## config.mk

```make
export PLATFORM = sky130hd
export DESIGN_NAME = alarm_clock_core
export DESIGN_NICKNAME = d
export VERILOG_FILES = /design/src/rtl/clock_pkg.sv /design/src/rtl/bcd_to_7seg.sv /design/src/rtl/alarm_clock_core.sv
export SDC_FILE = /design/constraint.sdc
export NUM_CORES = 1
export LEC_CHECK = 0
export BUFFER_PORTS_ARGS = -buffer_cell sky130_fd_sc_hd__buf_2
export CAP_MARGIN = 0
export CELL_PAD_IN_SITES_DETAIL_PLACEMENT = 2
export CELL_PAD_IN_SITES_GLOBAL_PLACEMENT = 2
export CORE_UTILIZATION = 39
export CTS_CLUSTER_SIZE = 12
export DETAILED_ROUTE_END_ITERATION = 8
export MAX_ROUTING_LAYER = met4
export PLACE_DENSITY = 0.95
export SYNTH_ARGS = -nofsm -noshare
export SYNTH_HDL_FRONTEND = slang
export SYNTH_HIERARCHICAL = 1
export SYNTH_SLANG_ARGS = --single-unit
```

## constraint.sdc

```tcl
create_clock -name clk_i -period 8.7 [get_ports clk_i]
set_input_delay 1.305 -clock clk_i [delete_from_list [all_inputs] [get_ports clk_i]]
set_output_delay 1.305 -clock clk_i [all_outputs]
set_load 0.01 [all_outputs]
```

## src/rtl/clock_pkg.sv

```systemverilog
// Shared types and constants for the alarm clock core: BCD digit type, time
// record, seven-segment codes and the hour-range limits used by load checks.
package clock_pkg;
  typedef logic [3:0] bcd_t;

  typedef struct packed {
    bcd_t hh_hi;
    bcd_t hh_lo;
    bcd_t mm_hi;
    bcd_t mm_lo;
    bcd_t ss_hi;
    bcd_t ss_lo;
    logic pm;
  } clock_time_t;

  // Segment order is {g,f,e,d,c,b,a}, active-high.
  localparam logic [6:0] SEG_0     = 7'h3F;
  localparam logic [6:0] SEG_1     = 7'h06;
  localparam logic [6:0] SEG_2     = 7'h5B;
  localparam logic [6:0] SEG_3     = 7'h4F;
  localparam logic [6:0] SEG_4     = 7'h66;
  localparam logic [6:0] SEG_5     = 7'h6D;
  localparam logic [6:0] SEG_6     = 7'h7D;
  localparam logic [6:0] SEG_7     = 7'h07;
  localparam logic [6:0] SEG_8     = 7'h7F;
  localparam logic [6:0] SEG_9     = 7'h6F;
  localparam logic [6:0] SEG_BLANK = 7'h00;

  localparam bcd_t       DIGIT_MAX  = 4'd9;
  localparam bcd_t       TENS_MAX   = 4'd5;
  localparam logic [7:0] HOUR12_MIN = 8'd1;
  localparam logic [7:0] HOUR12_MAX = 8'd12;
  localparam logic [7:0] HOUR24_MAX = 8'd23;

  function automatic logic [7:0] bcd2_to_bin(input bcd_t hi, input bcd_t lo);
    return ({4'd0, hi} * 8'd10) + {4'd0, lo};
  endfunction
endpackage

```

## src/rtl/bcd_to_7seg.sv

```systemverilog
// Combinational BCD digit to seven-segment decoder; non-decimal codes go dark.
module bcd_to_7seg
  import clock_pkg::*;
(
  input  bcd_t       digit_i,
  output logic [6:0] seg_o
);
  always_comb begin
    case (digit_i)
      4'd0:    seg_o = SEG_0;
      4'd1:    seg_o = SEG_1;
      4'd2:    seg_o = SEG_2;
      4'd3:    seg_o = SEG_3;
      4'd4:    seg_o = SEG_4;
      4'd5:    seg_o = SEG_5;
      4'd6:    seg_o = SEG_6;
      4'd7:    seg_o = SEG_7;
      4'd8:    seg_o = SEG_8;
      4'd9:    seg_o = SEG_9;
      default: seg_o = SEG_BLANK;
    endcase
  end
endmodule

```

## src/rtl/alarm_clock_core.sv

```systemverilog
// Alarm clock core: BCD HH:MM:SS timekeeping from a clock prescaler, checked
// time/alarm loading, and an alarm output that clears on request or timeout.
module alarm_clock_core
  import clock_pkg::*;
#(
  parameter int unsigned TICKS_PER_SEC = 2,
  parameter bit          MODE_24H      = 1'b0,
  parameter int unsigned ALARM_TIMEOUT = 60
) (
  input  logic       clk_i,
  input  logic       rst_i,
  input  logic [3:0] Lhourhigh,
  input  logic [3:0] Lhourlow,
  input  logic [3:0] Lminhigh,
  input  logic [3:0] Lminlow,
  input  logic       Lpm,
  input  logic       loadOrNah,
  input  logic       alarm_set_i,
  input  logic       alarm_clr_i,
  output logic [6:0] hrhighbcd,
  output logic [6:0] hrlowbcd,
  output logic [6:0] minhighbcd,
  output logic [6:0] minlowbcd,
  output logic [6:0] sechighbcd,
  output logic [6:0] seclowbcd,
  output logic       pm_o,
  output logic       sec_tick_o,
  output logic       alarm_o,
  output logic       load_err_o
);
  localparam logic [23:0] PRESC_LAST = 24'(TICKS_PER_SEC - 1);
  localparam logic [7:0]  TMO_LAST   = 8'(ALARM_TIMEOUT - 1);
  localparam clock_time_t RESET_TIME =
    {(MODE_24H ? 4'd0 : 4'd1), (MODE_24H ? 4'd0 : 4'd2), 16'd0, 1'b0};

  logic [23:0] presc_q, presc_d;
  clock_time_t time_q, time_d, time_adv, load_value;
  clock_time_t alarm_q, alarm_d;
  logic        armed_q, armed_d, ring_q, ring_d;
  logic [7:0]  tmo_q, tmo_d;
  logic        load_prev_q, load_prev_d, err_q, err_d;
  logic        digits_ok, load_act, tick, fire;

  function automatic logic digits_valid(input bcd_t hh, input bcd_t hl,
                                        input bcd_t mh, input bcd_t ml);
    logic [7:0] hours;
    logic       hours_ok;
    hours = bcd2_to_bin(hh, hl);
    if (MODE_24H) hours_ok = (hours <= HOUR24_MAX);
    else          hours_ok = (hours >= HOUR12_MIN) && (hours <= HOUR12_MAX);
    return hours_ok && (hl <= DIGIT_MAX) && (mh <= TENS_MAX) && (ml <= DIGIT_MAX);
  endfunction

  // Returns {hh_hi, hh_lo, pm}; in 12-hour mode 11->12 flips am/pm, 12->01 does not.
  function automatic logic [8:0] next_hour(input bcd_t hi, input bcd_t lo, input logic pm);
    logic [7:0] hours;
    hours = bcd2_to_bin(hi, lo);
    if (MODE_24H) begin
      if (hours == HOUR24_MAX) return {8'h00, 1'b0};
    end else begin
      if (hours == HOUR12_MAX - 8'd1) return {4'd1, 4'd2, ~pm};
      if (hours == HOUR12_MAX)        return {4'd0, 4'd1, pm};
    end
    if (lo == DIGIT_MAX) return {hi + 4'd1, 4'd0, pm};
    return {hi, lo + 4'd1, pm};
  endfunction

  function automatic clock_time_t advance(input clock_time_t t);
    clock_time_t n;
    n = t;
    if (t.ss_lo != DIGIT_MAX) n.ss_lo = t.ss_lo + 4'd1;
    else begin
      n.ss_lo = 4'd0;
      if (t.ss_hi != TENS_MAX) n.ss_hi = t.ss_hi + 4'd1;
      else begin
        n.ss_hi = 4'd0;
        if (t.mm_lo != DIGIT_MAX) n.mm_lo = t.mm_lo + 4'd1;
        else begin
          n.mm_lo = 4'd0;
          if (t.mm_hi != TENS_MAX) n.mm_hi = t.mm_hi + 4'd1;
          else begin
            n.mm_hi = 4'd0;
            {n.hh_hi, n.hh_lo, n.pm} = next_hour(t.hh_hi, t.hh_lo, t.pm);
          end
        end
      end
    end
    return n;
  endfunction

  always_comb begin
    digits_ok        = digits_valid(Lhourhigh, Lhourlow, Lminhigh, Lminlow);
    load_act         = loadOrNah && digits_ok;
    load_value       = '0;
    load_value.hh_hi = Lhourhigh;
    load_value.hh_lo = Lhourlow;
    load_value.mm_hi = Lminhigh;
    load_value.mm_lo = Lminlow;
    load_value.pm    = Lpm & ~MODE_24H;
    // A held load parks the prescaler, so no second boundary can occur under it.
    tick     = (presc_q == PRESC_LAST) && !load_act;
    time_adv = advance(time_q);
    fire     = armed_q && tick && (time_adv == alarm_q);

    presc_d = (load_act || presc_q == PRESC_LAST) ? 24'd0 : presc_q + 24'd1;
    time_d  = time_q;
    if (load_act)  time_d = load_value;
    else if (tick) time_d = time_adv;

    alarm_d = alarm_q;
    armed_d = armed_q;
    if (alarm_clr_i) armed_d = 1'b0;
    if (alarm_set_i && digits_ok) begin
      alarm_d = load_value;
      armed_d = 1'b1;
    end

    ring_d = ring_q;
    tmo_d  = tmo_q;
    if (alarm_clr_i) begin
      ring_d = 1'b0;
      tmo_d  = 8'd0;
    end else if (fire) begin
      ring_d = 1'b1;
      tmo_d  = 8'd0;
    end else if (ring_q && tick) begin
      if (tmo_q == TMO_LAST) begin
        ring_d = 1'b0;
        tmo_d  = 8'd0;
      end else begin
        tmo_d = tmo_q + 8'd1;
      end
    end

    load_prev_d = loadOrNah;
    err_d = (loadOrNah && !load_prev_q && !digits_ok) || (alarm_set_i && !digits_ok);
  end

  always_ff @(posedge clk_i) begin
    if (rst_i) begin
      presc_q     <= 24'd0;
      time_q      <= RESET_TIME;
      armed_q     <= 1'b0;
      ring_q      <= 1'b0;
      tmo_q       <= 8'd0;
      load_prev_q <= 1'b0;
      err_q       <= 1'b0;
    end else begin
      presc_q     <= presc_d;
      time_q      <= time_d;
      armed_q     <= armed_d;
      ring_q      <= ring_d;
      tmo_q       <= tmo_d;
      load_prev_q <= load_prev_d;
      err_q       <= err_d;
    end
  end

  // The stored alarm time is only meaningful while armed, so it needs no reset.
  always_ff @(posedge clk_i) begin
    alarm_q <= alarm_d;
  end

  logic [6:0] hh_hi_seg;

  bcd_to_7seg u_seg_hh_hi (.digit_i(time_q.hh_hi), .seg_o(hh_hi_seg));
  bcd_to_7seg u_seg_hh_lo (.digit_i(time_q.hh_lo), .seg_o(hrlowbcd));
  bcd_to_7seg u_seg_mm_hi (.digit_i(time_q.mm_hi), .seg_o(minhighbcd));
  bcd_to_7seg u_seg_mm_lo (.digit_i(time_q.mm_lo), .seg_o(minlowbcd));
  bcd_to_7seg u_seg_ss_hi (.digit_i(time_q.ss_hi), .seg_o(sechighbcd));
  bcd_to_7seg u_seg_ss_lo (.digit_i(time_q.ss_lo), .seg_o(seclowbcd));

  assign hrhighbcd  = (!MODE_24H && time_q.hh_hi == 4'd0) ? SEG_BLANK : hh_hi_seg;
  assign pm_o       = time_q.pm & ~MODE_24H;
  assign sec_tick_o = tick;
  assign alarm_o    = ring_q;
  assign load_err_o = err_q;
endmodule

```

# Word level (Yosys, flattened, before mapping)
# Memories as Yosys holds them, arrays and structs flattened. A register that Yosys moved wholly into a read port is not among the register bits.
# Cells that the tools add are included.
# totals
n_memories,6
word_cells,136
out_inout_bits,46
ff_bits,78
romBits,672
input_bits,22
# mem_list
memory,words,word_bits,read_ports,rd_ports_with_merged_regs,wr,line,text
(name not given),16,7,1,1,0,bcd_to_7seg.sv:9,case (digit_i)
(name not given),16,7,1,1,0,bcd_to_7seg.sv:9,
(name not given),16,7,1,1,0,bcd_to_7seg.sv:9,
(name not given),16,7,1,1,0,bcd_to_7seg.sv:9,
(name not given),16,7,1,1,0,bcd_to_7seg.sv:9,
(name not given),16,7,1,1,0,bcd_to_7seg.sv:9,
# op_classes
n_lt_le_gt_ge,5
mux,56
addsub,10
bitwise_logic,1
reduce_logical,28
n_eq_ne,10
mul,2
# ops
op,n
2-to-1 mux 4 bit,16
2-to-1 mux 9 bit,6
2-to-1 mux 25 bit,2
2-to-1 mux 1 bit,26
equality test 25 bit,1
"adder 24 x 1 -> 24 bit, second input constant",1
"adder 4 x 1 -> 4 bit, second input constant",6
"equality test 24 x 1 -> 1 bit, second input constant",1
2-to-1 mux 20 bit,1
adder 8 x 4 -> 8 bit,2
"equality test 8 x 4 -> 1 bit, second input constant",2
2-to-1 mux 16 bit,1
2-to-1 mux 8 bit,2
"multiplier 4 x 3 -> 7 bit, second input constant",2
logical AND 1 bit,13
2-to-1 mux 12 bit,1
"adder 8 x 1 -> 8 bit, second input constant",1
"equality test 8 x 6 -> 1 bit, second input constant",1
">= comparator 8 x 1 -> 1 bit, second input constant",1
"<= comparator 4 bit, second input constant",2
"<= comparator 8 x 4 -> 1 bit, second input constant",1
"!= test 4 x 3 -> 1 bit, second input constant",2
"!= test 4 bit, second input constant",2
nonzero test 2 bit,4
10 further kinds,15

# Depth between registers and ports, before layout
# logic_depth
word_depth,28
mapped_depth,14
depth_no_buf,13

# Hierarchy
# Netlist, hierarchy kept.
# by_module_without_submodules
mod,instances,area_per_inst_um2,seq_area_each_um2,cells_each
alarm_clock_core,1,5365.1,1731.7,626
bcd_to_7seg,6,219.0,0.0,28

# Least setup slack after synthesis
# Ideal clock, no wire load.
# synth_timing
path_type,in2out
from,input Lhourhigh[1]
to,output sec_tick_o
setup_slack_ns,4.204
n_path_buf,0
arrival_time_ns,3.191
required_time_ns,7.395
stages,9
path_cell_list,ha_1 -> ha_1 -> inv_1 -> fa_1 -> xor2_1 -> and3b_1 -> and3_1 -> or2_2 -> a21oi_1
# synth_via
elab_chain_cells,10
word_cells_on_any_way,11
cone_classes,add/sub (1); mul (1); order compare (2); reduce/logical (7)
# synth_rtl
element,line,text
from (decl),alarm_clock_core.sv:12,"input logic [3:0] Lhourhigh,"
multiplier 4 x 3 -> 7 bit (*),clock_pkg.sv:36,"return ({4'd0, hi} * 8'd10) + {4'd0, lo};"
adder 8 x 4 -> 8 bit (*),clock_pkg.sv:36,
>= comparator 8 x 1 -> 1 bit / <= comparator 8 x 4 -> 1 bit (equally long branches),alarm_clock_core.sv:50,else hours_ok = (hours >= HOUR12_MIN) && (hours <= HOUR12_MAX);
logical AND 1 bit (*),alarm_clock_core.sv:50,
logical AND 1 bit (*) (3 in series),alarm_clock_core.sv:51,return hours_ok && (hl <= DIGIT_MAX) && (mh <= TENS_MAX) && (ml <= DIGIT_MAX);
logical AND 1 bit (*),alarm_clock_core.sv:93,load_act = loadOrNah && digits_ok;
zero test 1 bit (*),alarm_clock_core.sv:101,tick = (presc_q == PRESC_LAST) && !load_act;
logical AND 1 bit (*),alarm_clock_core.sv:101,
to (decl),alarm_clock_core.sv:27,"output logic sec_tick_o,"
# Mark *: on every way between the ends. The rest lies on a longest branch, timed or not.

# Worst setup path after layout
# layout_timing
from,input Lhourhigh[3]
to,output sec_tick_o
# The elaborated chain is that of the path after synthesis.

==> out/results.ini <==
[yosys]
async_flop_share_pct = 0
synthXorXnorAreaFrac_pct = 6.163
postSynthCellCount = 794
synth.cell_area_um2 = 6679
synth_edf_count = 17
synth_seq_area_share_pct = 25.93
synth_warnings = 6
synth_mux_area_share_pct = 2.997
ys.flop_type = dfxtp_1
synth_fa_ha_area_share_pct = 12.63
syn_nets = 881
synth_compound_area_share_pct = 19.30
synthSimpleGateAreaFrac_pct = 25.98
synth_top_family_by_area = simple AND/OR/NAND/NOR gates
yosysTopAreaCell = dfxtp_1
synth_top_area_share_pct = 18.28
synth_cell_type_count = 80
yosys-top-cells-area = dfxtp_1 18%, ha_1 11%, edfxtp_1 7.6%
synth-seq-cells = 78
syn_area_per_cell_um2 = 8.412

[cts]
post_cts_buffers = 0
insertion_delay_ns = 0.38
cts_tree = built
cts.reportedPaths.clkPinSlew_ns = 0.07
h-tree-depth = 3
postCtsResizedCells = 0
numCtsBuffers = 9
cts_hold_buf = 0
ctsLongestPathBuffers = 2
cts_sinks = 78
root_buffer = clkbuf_16

[floorplan]
pin_count = 68
core-area_um2 = 16640
initial_utilization_pct = 40.13
dieArea_um2 = 17650
dieHeight_um = 132.9
num_rows = 47
chipWidth_um = 132.9

[route]
avgRoutedWirePerCell_um = 24.18
via_count = 6605
first_iter_violations = 328
first_pass_iters = 4
antenna_left = 0
wl_um = 25610
via_per_inst = 6.237
drc = 0

[placement]
port_buffers = 67
place_congestion = 0.8167
hpwl_um = 16960
placed_cells = 1043

[outcome]
status = finished, final reports clean

[worst_setup_path]
r2r_cells = 12
path_class = input pin to output pin
required_ns = 7.39
crit_path_start_kind = input pin
path_max_fanout = 5
cp-end-kind = output pin
cp.arrival_ns = 3.82

[sta]
maxSlewViolCount = 0
finalCritPeriodShare_pct = 58.90
final-setup-viol-count = 0
tightest_slew_ns = 1.015
finalHoldViolations = 0
skew_ns = 0.02639
max_freq_ghz = 0.1952
tns_ns = 0
slew_headroom_pct = 32.34
period_minus_slack_ns = 5.124
rsz0062_at_grt = false

[cells_and_area]
n_fill_cell = 1845
final_common_cell = nor2_1
stdcell_count = 1059
diodes = 0
layout-drive-gt1-share_pct = 14.90
area_growth_pct = 9.573
fin_nets = 921
layout_common_cells = 89 x nor2_1, 67 x buf_2, 61 x ha_1, 61 x dfxtp_1, 44 x nand2_1

[power]
p_per_area_nw_per_um2 = 126.3
p_leak_uw = 0.002860
ir_worst_vdd_v = 0.00007142

[global_routing]
overflow = 0
grt_max_degree = 34
first_global_vias = 7311
grt.total_usage_pct = 30.52
grt_pass1_wl_um = 40780
antenna_found_initial = 0

[run]
drv_cap = 0

[hold_path]
min_path_cells = 1
hold_path.class = register to register

## metrics by stage
| step | hold WS [ns] | instance area [um2] | setup slack, ns | total power [uW] | utilization [%] |
|---|---|---|---|---|---|
| floorplan | 0.4409 | 6679 | 4.204 | 470.5 | - |
| global placement | 0.4596 | 7017 | 3.659 | 510.2 | 42.16 |
| detailed placement | 0.4703 | 7017 | 3.583 | 519.6 | 42.16 |
| CTS | 0.4860 | 7318 | 3.576 | 924.8 | 43.97 |
| global route | 0.5298 | 7318 | 3.447 | 949.2 | 43.97 |
| finish | 0.4760 | 7318 | 3.576 | 924.0 | 43.97 |
## layout make-up
class	instances	area (um2)	area share (%)
multi-input combinational	629	4483	61.26
sequential	78	1732	23.66
timing repair buffer	69	350.3	4.787
tap	220	275.3	3.761
clock buffer	10	250.2	3.419
inverter	47	176.4	2.411
clock inverter	6	51.30	0.7010
## layer usage
metal  wire length, um  vias up  part of all wire, %  GRT usage, %
met5                 0        -                    0             -
met4              1464        0                  5.7         19.22
met3              1378      126                  5.4         5.287
met2             12650      264                   49         51.98
met1             10110     3269                   39         32.84
li1                  -     2946                    -             -
## sequential cells by signal, summed over array words and instances, names as in the netlist, 8 cells and up
register	cells
alarm_q	17
time_q	24
presc_q	24
tmo_q	8
## worst paths after layout
kind | startpoint | to | slack, ns
max | Lhourhigh[3] | sec_tick_o | 3.58
min | presc_q[0] | presc_q[0] | 0.48
max reg2reg | time_q[24] | tmo_q[0] | 3.94
min reg2reg | presc_q[0] | presc_q[0] | 0.48
## kinds of logic (layout without fill, tap and decap cells)
| kind of cell | count (synthesis) | in the layout |
|---|---|---|
| flops | 78 | 78 |
| compound gates | 191 | 191 |
| fa+ha+maj | 65 | 65 |
| buf+inv | 87 | 132 |
| xor+xnor | 47 | 47 |
| simple gates | 306 | 306 |
| mux | 20 | 20 |
## synth_stat cells, drive strengths merged, types with 24 or more instances
cell type  count
a21oi         40
buf           25
dfxtp         61
ha            61
inv           47
nand2         45
nand3         24
nor2          91
o21ai         40
o22ai         32
xnor2         25
## where the power goes
group | switching [uW] | internal [uW]
sequential | 12.4 | 375
combinational | 82.5 | 46.5
clock | 192 | 216
## critical path: stages
cell	delay (ns)
buf_2	0.14
ha_1	0.29
ha_1	0.18
inv_1	0.07
fa_1	0.39
xor2_1	0.17
and3b_1	0.18
and3_1	0.19
or2_2	0.29
a21oi_1	0.39
buf_2	0.22
Power figures use the tool's default switching activity.
